## config.mk

```make
export PLATFORM = sky130hd
export DESIGN_NAME = alarm_trigger
export DESIGN_NICKNAME = d
export VERILOG_FILES = /design/src/rtl/alarm_pkg.sv /design/src/rtl/alarm_trigger_sec_counter.sv /design/src/rtl/alarm_trigger.sv
export SDC_FILE = /design/constraint.sdc
export NUM_CORES = 1
export LEC_CHECK = 0
export ABC_AREA = 1
export CORE_AREA = 2 2 50 76
export DETAILED_ROUTE_END_ITERATION = 8
export DIE_AREA = 0 0 52 78
export PLACE_DENSITY = 0.77
export SETUP_SLACK_MARGIN = 0.02
export SLEW_MARGIN = 10
export SYNTH_ARGS = -nofsm -noshare
export SYNTH_HDL_FRONTEND = slang
export SYNTH_SLANG_ARGS = --single-unit
export TNS_END_PERCENT = 50
```

## constraint.sdc

```tcl
create_clock -name clk -period 1.75 [get_ports clk]
set_input_delay 0.35 -clock clk [delete_from_list [all_inputs] [get_ports clk]]
set_output_delay 0.35 -clock clk [all_outputs]
set_load 0.005 [all_outputs]
```

## src/rtl/alarm_pkg.sv

```systemverilog
// Shared types and constants for the alarm trigger control stage.
package alarm_pkg;

  // Time-of-day field widths.
  localparam int HOUR_W = 5;
  localparam int MIN_W  = 6;

  // Song select codes understood by the tone generator.
  localparam logic [1:0] SONG_0 = 2'b00;
  localparam logic [1:0] SONG_1 = 2'b01;
  localparam logic [1:0] SONG_2 = 2'b10;
  localparam logic [1:0] SONG_3 = 2'b11;

  // Alarm controller states.
  typedef enum logic [2:0] {
    ST_IDLE    = 3'd0,
    ST_ARMED   = 3'd1,
    ST_RINGING = 3'd2,
    ST_SNOOZE  = 3'd3,
    ST_HOLD    = 3'd4
  } alarm_state_t;

endpackage

```

## src/rtl/alarm_trigger_sec_counter.sv

```systemverilog
// Seconds counter advanced by the 1 Hz tick. Clear wins over counting.
// term_s flags the tick that completes TERMINAL seconds.
module sec_counter #(
  parameter int TERMINAL = 300
) (
  input  logic clk,
  input  logic rst,
  input  logic clr,
  input  logic en,
  input  logic tick,
  output logic term
);

  localparam int W = (TERMINAL > 1) ? $clog2(TERMINAL) : 1;
  localparam logic [W-1:0] LAST_C = W'(TERMINAL - 1);

  logic [W-1:0] cnt_r;

  // Count elapsed seconds; clear on reset or request.
  always_ff @(posedge clk) begin
    if (!rst) begin
      cnt_r <= {W{1'b0}};
    end else if (clr) begin
      cnt_r <= {W{1'b0}};
    end else if (en && tick) begin
      cnt_r <= cnt_r + W'(1'b1);
    end else begin
      cnt_r <= cnt_r;
    end
  end

  assign term = en && tick && (cnt_r == LAST_C);

endmodule

```

## src/rtl/alarm_trigger.sv

```systemverilog
// Alarm trigger: compares time of day with the alarm time and runs the
// ring / snooze / stop / timeout state machine driving the tone generator.
module alarm_trigger
  import alarm_pkg::*;
#(
  parameter int SNOOZE_SEC       = 300,
  parameter int RING_TIMEOUT_SEC = 600,
  parameter int MAX_SNOOZES      = 3
) (
  input  logic              clk,
  input  logic              rst,
  input  logic              tick_1hz,
  input  logic [HOUR_W-1:0] cur_hour,
  input  logic [MIN_W-1:0]  cur_min,
  input  logic [HOUR_W-1:0] alm_hour,
  input  logic [MIN_W-1:0]  alm_min,
  input  logic              alarm_en,
  input  logic [1:0]        song_sel,
  input  logic              snooze_p,
  input  logic              stop_p,
  output logic              alarm,
  output logic [1:0]        sel,
  output logic              snoozing,
  output logic [1:0]        snooze_cnt
);

  localparam logic [1:0] MAX_SNZ_C = 2'(MAX_SNOOZES);

  alarm_state_t state_r, state_nx_s;
  logic         alarm_r, alarm_nx_s;
  logic [1:0]   sel_r, sel_nx_s;
  logic         snoozing_r, snoozing_nx_s;
  logic [1:0]   snz_cnt_r, snz_cnt_nx_s;
  logic         match_s;
  logic         ring_clr_s, snz_clr_s;
  logic         ring_term_s, snz_term_s;

  assign match_s = (cur_hour == alm_hour) && (cur_min == alm_min);

  // Counters run only while the FSM stays in their state, so each entry
  // starts from zero and neither counter can wrap.
  assign ring_clr_s = !((state_r == ST_RINGING) && (state_nx_s == ST_RINGING));
  assign snz_clr_s  = !((state_r == ST_SNOOZE)  && (state_nx_s == ST_SNOOZE));

  sec_counter #(.TERMINAL(RING_TIMEOUT_SEC)) u_ring_sec (
    .clk  (clk),
    .rst  (rst),
    .clr  (ring_clr_s),
    .en   (state_r == ST_RINGING),
    .tick (tick_1hz),
    .term (ring_term_s)
  );

  sec_counter #(.TERMINAL(SNOOZE_SEC)) u_snz_sec (
    .clk  (clk),
    .rst  (rst),
    .clr  (snz_clr_s),
    .en   (state_r == ST_SNOOZE),
    .tick (tick_1hz),
    .term (snz_term_s)
  );

  // Next-state and next-output decode; disable beats every press.
  always_comb begin
    state_nx_s    = state_r;
    sel_nx_s      = sel_r;
    snz_cnt_nx_s  = snz_cnt_r;
    alarm_nx_s    = 1'b0;
    snoozing_nx_s = 1'b0;

    if (!alarm_en) begin
      state_nx_s = ST_IDLE;
    end else begin
      case (state_r)
        ST_IDLE: begin
          if (match_s) begin
            state_nx_s = ST_HOLD;
          end else begin
            state_nx_s = ST_ARMED;
          end
        end
        ST_ARMED: begin
          if (match_s) begin
            state_nx_s   = ST_RINGING;
            sel_nx_s     = song_sel;
            snz_cnt_nx_s = 2'd0;
          end else begin
            state_nx_s = ST_ARMED;
          end
        end
        ST_RINGING: begin
          if (stop_p) begin
            state_nx_s = ST_HOLD;
          end else if (snooze_p) begin
            if (snz_cnt_r < MAX_SNZ_C) begin
              state_nx_s   = ST_SNOOZE;
              snz_cnt_nx_s = snz_cnt_r + 2'd1;
            end else begin
              state_nx_s = ST_HOLD;
            end
          end else if (ring_term_s) begin
            state_nx_s = ST_HOLD;
          end else begin
            state_nx_s = ST_RINGING;
          end
        end
        ST_SNOOZE: begin
          if (stop_p) begin
            state_nx_s = ST_HOLD;
          end else if (snz_term_s) begin
            state_nx_s = ST_RINGING;
          end else begin
            state_nx_s = ST_SNOOZE;
          end
        end
        ST_HOLD: begin
          if (match_s) begin
            state_nx_s = ST_HOLD;
          end else begin
            state_nx_s = ST_ARMED;
          end
        end
        default: begin
          state_nx_s = ST_IDLE;
        end
      endcase
    end

    if (state_nx_s == ST_RINGING) begin
      alarm_nx_s = 1'b1;
    end else begin
      alarm_nx_s = 1'b0;
    end

    if (state_nx_s == ST_SNOOZE) begin
      snoozing_nx_s = 1'b1;
    end else begin
      snoozing_nx_s = 1'b0;
    end
  end

  // State and registered outputs.
  always_ff @(posedge clk) begin
    if (!rst) begin
      state_r    <= ST_IDLE;
      alarm_r    <= 1'b0;
      sel_r      <= SONG_0;
      snoozing_r <= 1'b0;
      snz_cnt_r  <= 2'd0;
    end else begin
      state_r    <= state_nx_s;
      alarm_r    <= alarm_nx_s;
      sel_r      <= sel_nx_s;
      snoozing_r <= snoozing_nx_s;
      snz_cnt_r  <= snz_cnt_nx_s;
    end
  end

  assign alarm      = alarm_r;
  assign sel        = sel_r;
  assign snoozing   = snoozing_r;
  assign snooze_cnt = snz_cnt_r;

endmodule

```

==> results of run 1 <==
==> through the flow <==
| step | instances | hold slack, ps | instance area, um^2 | total power [uW] | worst slack [ps] |
|---|---|---|---|---|---|
| global route | 340 | 507 | 2390 | 1180 | -34.0 |
| finish | 340 | 460 | 2390 | 1120 | 24.1 |
| global placement | 330 | 431 | 2190 | 793 | -309 |
| floorplan | 233 | 440 | 1640 | 707 | 252 |
| detailed placement | 330 | 443 | 2190 | 795 | -376 |
| CTS | 336 | 462 | 2280 | 1120 | 26.5 |
==> logic make-up after synthesis <==
| group | Yosys count | synth area share, % |
|---|---|---|
| compound gates | 18 | 7.02 |
| xor+xnor | 22 | 11.8 |
| fa+ha+maj | 3 | 2.29 |
| buf+inv | 47 | 10.8 |
| flops | 28 | 34.2 |
| mux | 1 | 0.687 |
| simple gates | 114 | 33.3 |
==> synthesized netlist by cell type (2+ instances only) <==
master	number	area, um^2
nor2_1	35	131
ha_1	3	37.5
inv_1	46	173
nand3_1	9	45.0
xor2_1	16	140
o21ai_0	4	20.0
dfxtp_1	28	561
nor3_1	5	25.0
nand4_1	4	25.0
nand2_1	46	173
xnor2_1	6	52.6
nand3_4	3	52.6
nor2_2	5	31.3
a21oi_1	8	40.0
a21oi_2	2	17.5
nor4_1	2	12.5
==> critical path: stages <==
cell and delay (ps):
clkdlybuf4s50_1 450, inv_1 70, nor3_2 120, nand3_1 150, a21oi_2 190, nand2_2 100
a21oi_4 240, nand3_4 140, nor2_1 130
==> flip-flops by register name (all words and copies together) (netlist names) <==
register and flops:
snooze_cnt 2, alarm 1, state_r 3, u_snz_sec.cnt_r 9
u_ring_sec.cnt_r 10, sel 2, snoozing 1
==> report_power, final <==
group          internal (uW)  switching [uW]
Combinational           77.3            62.5
Sequential               638            1.77
Clock                    154             191
Total                    870             255
==> layer usage <==
layer  GRT usage, %  part of all wire [%]  vias to the layer above  wire (um)
met1           20.9                    39                      735       1470
met5              0                     0                        -          0
met3           2.31                   2.1                        2         81
met4           10.0                   1.0                        0         38
met2           37.1                    58                       31       2190
li1               -                     -                      850          -
==> placed cells by master, fill, tap and decap left out, types with 8 or more instances in the layout <==
cell | Yosys | routed
xor2_1 | 16 | 16
nor2_2 | 5 | 12
clkdlybuf4s50_1 | 0 | 13
inv_1 | 46 | 44
nand2_1 | 46 | 44
dlygate4sd2_1 | 0 | 20
dfxtp_1 | 28 | 25
buf_4 | 0 | 24
a21oi_1 | 8 | 8
nor2_1 | 35 | 25
==> worst paths after layout <==
kind,from,endpoint,cells past startpoint
hold / removal,sel[1]$_SDFFE_PN0P_,sel[1]$_SDFFE_PN0P_,2
hold reg to reg,sel[1]$_SDFFE_PN0P_,sel[1]$_SDFFE_PN0P_,2
setup / recovery,tick_1hz,u_ring_sec.cnt_r[4]$_SDFFE_PN0P_,9
setup reg to reg,u_snz_sec.cnt_r[1]$_SDFFE_PN0P_,u_ring_sec.cnt_r[4]$_SDFFE_PN0P_,9
==> cell type report <==
cell class                      instances  share of cell area (%)
Clock buffer                            3                    1.73
Inverter                               47                    7.38
Multi-Input combinational cell        160                    43.3
Sequential cell                        28                    23.6
Tap cell                               42                    2.20
Timing Repair Buffer                   60                    21.8
==> timing repair <==
item                                    in CTS  in global routing
gates cloned                                 2                  0
buffers inserted                             1                  4
pin swaps                                   19                 16
endpoints found under the setup margin      22                 23
gates resized for setup                     30                 25
==> reports/results.tsv, run 1 <==
metric	value	unit
fp.coreArea	0.00335	mm^2
tightest_slew	356	ps
max-slew-margin-rel	76.2	%
arrival	1940	ps
yosysWarnings	0	
post-route-drc-count	0	
finalSetupViolations	0	
io_pins	36	
gp_congestion	0.857	
cp-start-kind	input port	
cts_tree	done	
worstSkewPairLatency	270	ps
power_density	470	mW/mm^2
p_leak	0.00101	uW
synth.distinct_cells	27	
avgViaCountPerCell	4.76	
final_nets	333	
grt.overflow.total	0	
cts-root-buf	clkbuf_8	
clk_pin_slew	90	ps
syn_inst	233	
synth_flop_cell	dfxtp_1	
grt_use_total	20.0	%
path_class	input port to flop	
period_needed	1730	ps
postRouteWirelength	3780	um
die_w	52	um
grt_pass1_wl	6310	um
port_buffers	35	
fmax	0.579	GHz
initial_core_util	48.9	%
syn_to_final_growth	45.9	%
antenna_found_initial	0	
clock_path_buffers	2	
die-area	0.00406	mm^2
rows	26	
hold_buffers	0	
synth_seq_area_share	34.2	%
multiInputGateArea	0.00103	mm^2
drive_above_1_share	23.2	%
post-route-period-util	98.6	%
routedWlPerCell	11.1	um
grt_max_degree	15	
numClockSinks	28	
synth-seq-cells	28	
final.setup.tns	0	ps
nFillCells	275	
drtIter0Drc	34	
h-tree-depth	1	
ant_nets	0	
dp_hpwl	2790	um
maxCapViolations	0	
syn_nets	266	
syn_area	0.00164	mm^2
async_reset_ff_share	0	%
antennaDiodeCount	0	
vias	1618	
ir_drop	0.323	mV
rrSetupSlack	40	ps
hold_viol_final	0	
cts-buffers-inserted	3	
utilization	71.4	%
rsz0062_at_grt	true	
fin_skew	2.23	ps
avgSynthCellArea	7.03	um^2
dieHeight	78	um
status	finished, final reports clean	
regArea	564	um^2
synth_edf_count	0	
grt_pass1_vias	1572	
cp_data_required_time	1960	ps
end_kind	flop	
hp-class	flop to flop	
drt_pre_antenna_iters	4	
maxSlewViolCount	0	
crit_fanout	5	
(Power assumes the default switching activity.)
==> inputs of run 2 (changes only) <==
Settings changed: RECOVER_POWER set to 25.
Clock period 1.75 ns to 1.6 ns, I/O delays scaled along.
==> run 2 against run 1 <==
Net effect:
- the run now ends with negative setup slack left
- flip-flop and latch count did not move
- global-route usage rose by 3.6 points
- die area did not move
- critical path type is now flop to flop
- highest routed layer unchanged
==> reports/results.tsv, run 2 (synthesis results as in run 1) <==
metric	value	unit	change
postRouteWirelength	4730	um	+25%
ir_drop	0.672	mV	+110%
io_pins	36		unchanged
cp_data_required_time	1820	ps	-140 ps
violations	negative setup slack		
rows	26		unchanged
slowest_delay	370	ps	-80 ps
critical_path.top_delay_family	simple AND/OR/NAND/NOR gates		
layout_common_cells	inv_1 (43), nand2_1 (43), buf_4 (35)		
gp_congestion	0.851		-0.67%
antennaDiodeCount	0		unchanged
clock_path_buffers	2		unchanged
ant_nets	0		unchanged
final.setup.tns	-283	ps	-283 ps
hold_viol_final	0		unchanged
grt.overflow.total	0		unchanged
top_register	u_ring_sec.cnt_r		
die-area	0.00406	mm^2	unchanged
final_nets	348		+4.5%
die_w	52	um	unchanged
worstSkewPairLatency	290	ps	+20 ps
cp-start-kind	flop		
grt_pass1_vias	1756		+12%
post-route-period-util	104	%	
h-tree-depth	1		unchanged
period_needed	1670	ps	
hp-class	flop to flop		
path_class	flop to flop		
p_leak	0.00114	uW	+13%
status	finished with violations		
arrival	1880	ps	-60 ps
numClockSinks	28		unchanged
initial_core_util	48.9	%	unchanged
drive_above_1_share	33.1	%	+10 points
syn_to_final_growth	60.8	%	
rsz0062_at_grt	true		
dieHeight	78	um	unchanged
cp_cell_sequence	inv_1, nor3_2, nand3_1, a21oi_2, nand2_2, a21oi_4, nand3_4, nor2_1		
routedWlPerCell	13.3	um	+20%
cts-buffers-inserted	3		unchanged
cts_tree	done		
maxSlewViolCount	0		unchanged
dp_hpwl	2860	um	+2.5%
worst-path-buf-inv	1		-1
antenna_found_initial	0		unchanged
grt_pass1_wl	7220	um	+14%
port_buffers	35		unchanged
finalInstanceArea	0.00264	mm^2	+10%
clk_pin_slew	100	ps	about the same
placed_area	0.00225	mm^2	+2.7%
drtIter0Drc	40		+18%
largestRegisters	u_ring_sec.cnt_r: 10 flops, u_snz_sec.cnt_r: 9 flops, state_r: 3 flops		
avgViaCountPerCell	4.98		+4.6%
utilization	78.7	%	+7.3 points
vias	1772		+9.5%
fin_skew	2.50	ps	+0.275 ps
crit_fanout	5		unchanged
setup_ws	-65.6	ps	-89.7 ps
post-route-drc-count	0		unchanged
post-place-ws	-521	ps	-144 ps
fmax	0.600	GHz	
tightest_slew	364	ps	+8.13 ps
cts-root-buf	clkbuf_8		
hold_buffers	0		unchanged
max-slew-margin-rel	75.6	%	-0.54 points
end_kind	flop		
finalNonFillerCells	356		+4.7%
placedCellCount	338		+2.4%
slowest_stage	dfxtp_1		
grt_use_total	23.6	%	+3.6 points
power_density	542	mW/mm^2	+15%
fp.coreArea	0.00335	mm^2	unchanged
largest_reg_flops	10		unchanged
grt_max_degree	17		+2
drt_pre_antenna_iters	4		unchanged
maxCapViolations	0		unchanged
finalSetupViolations	14		+14
==> run 2: cell types whose count changed in the layout (fill, tap and decap cells not counted), sizes merged <==
cell	delta
clkdlybuf4s15	+1
bufinv	+1
dlymetal6s2s	+2
clkdlybuf4s50	-4
dlygate4sd2	+1
buf	+15
==> run 2: metal layers <==
metal	share of wire [%]	up-vias	global-route usage, %
li1	-	889	-
met1	35	813	21.5
met2	57	52	44.8
met3	3.2	18	4.04
met4	4.4	0	15.0
met5	0	-	0
==> run 2: power by group <==
part           switching, uW  total [uW]  internal, uW
sequential             0.996         697           696
clock                    233         569           336
combinational           78.0         164          85.7
==> run 2: through the flow <==
stage	total power (uW)	hold slack, ps
2_1_floorplan	773	440
3_3_place_gp	871	430
3_5_place_dp	874	436
4_1_cts	1420	452
5_1_grt	1490	514
6_report	1430	452
==> run 2: cell type report <==
| type | count | area [um^2] |
|---|---|---|
| Tap cell | 42 | 52.6 |
| Fill cell | 210 | 714 |
| Inverter | 47 | 179 |
| Clock inverter | 1 | 30.0 |
| Multi-Input combinational cell | 160 | 1090 |
| Clock buffer | 3 | 41.3 |
| Sequential cell | 28 | 577 |
| Timing Repair Buffer | 75 | 662 |
==> run 2: what timing repair did <==
item / in CTS / in global routing
endpoints found under the setup margin: 25 / 25
hold endpoints to repair: 0 / 0
resized for setup: 54 / 37
cloned: 2 / 0
setup buffers: 10 / 2
pin swaps: 31 / 23
==> run 2: final timing paths <==
kind                                        start                               end  slack [ps]  cells after the start
setup reg to reg  u_snz_sec.cnt_r[8]$_SDFFE_PN0P_  u_ring_sec.cnt_r[0]$_SDFFE_PN0P_         -70                      8
setup / recovery  u_snz_sec.cnt_r[8]$_SDFFE_PN0P_  u_ring_sec.cnt_r[0]$_SDFFE_PN0P_         -70                      8
hold / removal                sel[0]$_SDFFE_PN0P_               sel[0]$_SDFFE_PN0P_         450                      2
hold reg to reg               sel[0]$_SDFFE_PN0P_               sel[0]$_SDFFE_PN0P_         450                      2
==> run 2: worst reg2reg max path, stage by stage, from the launching register on <==
cell,delay [ps]
dfxtp_1,370
inv_1,70
nor3_2,200
nand3_1,150
a21oi_2,190
nand2_2,100
a21oi_4,230
nand3_4,150
nor2_1,130
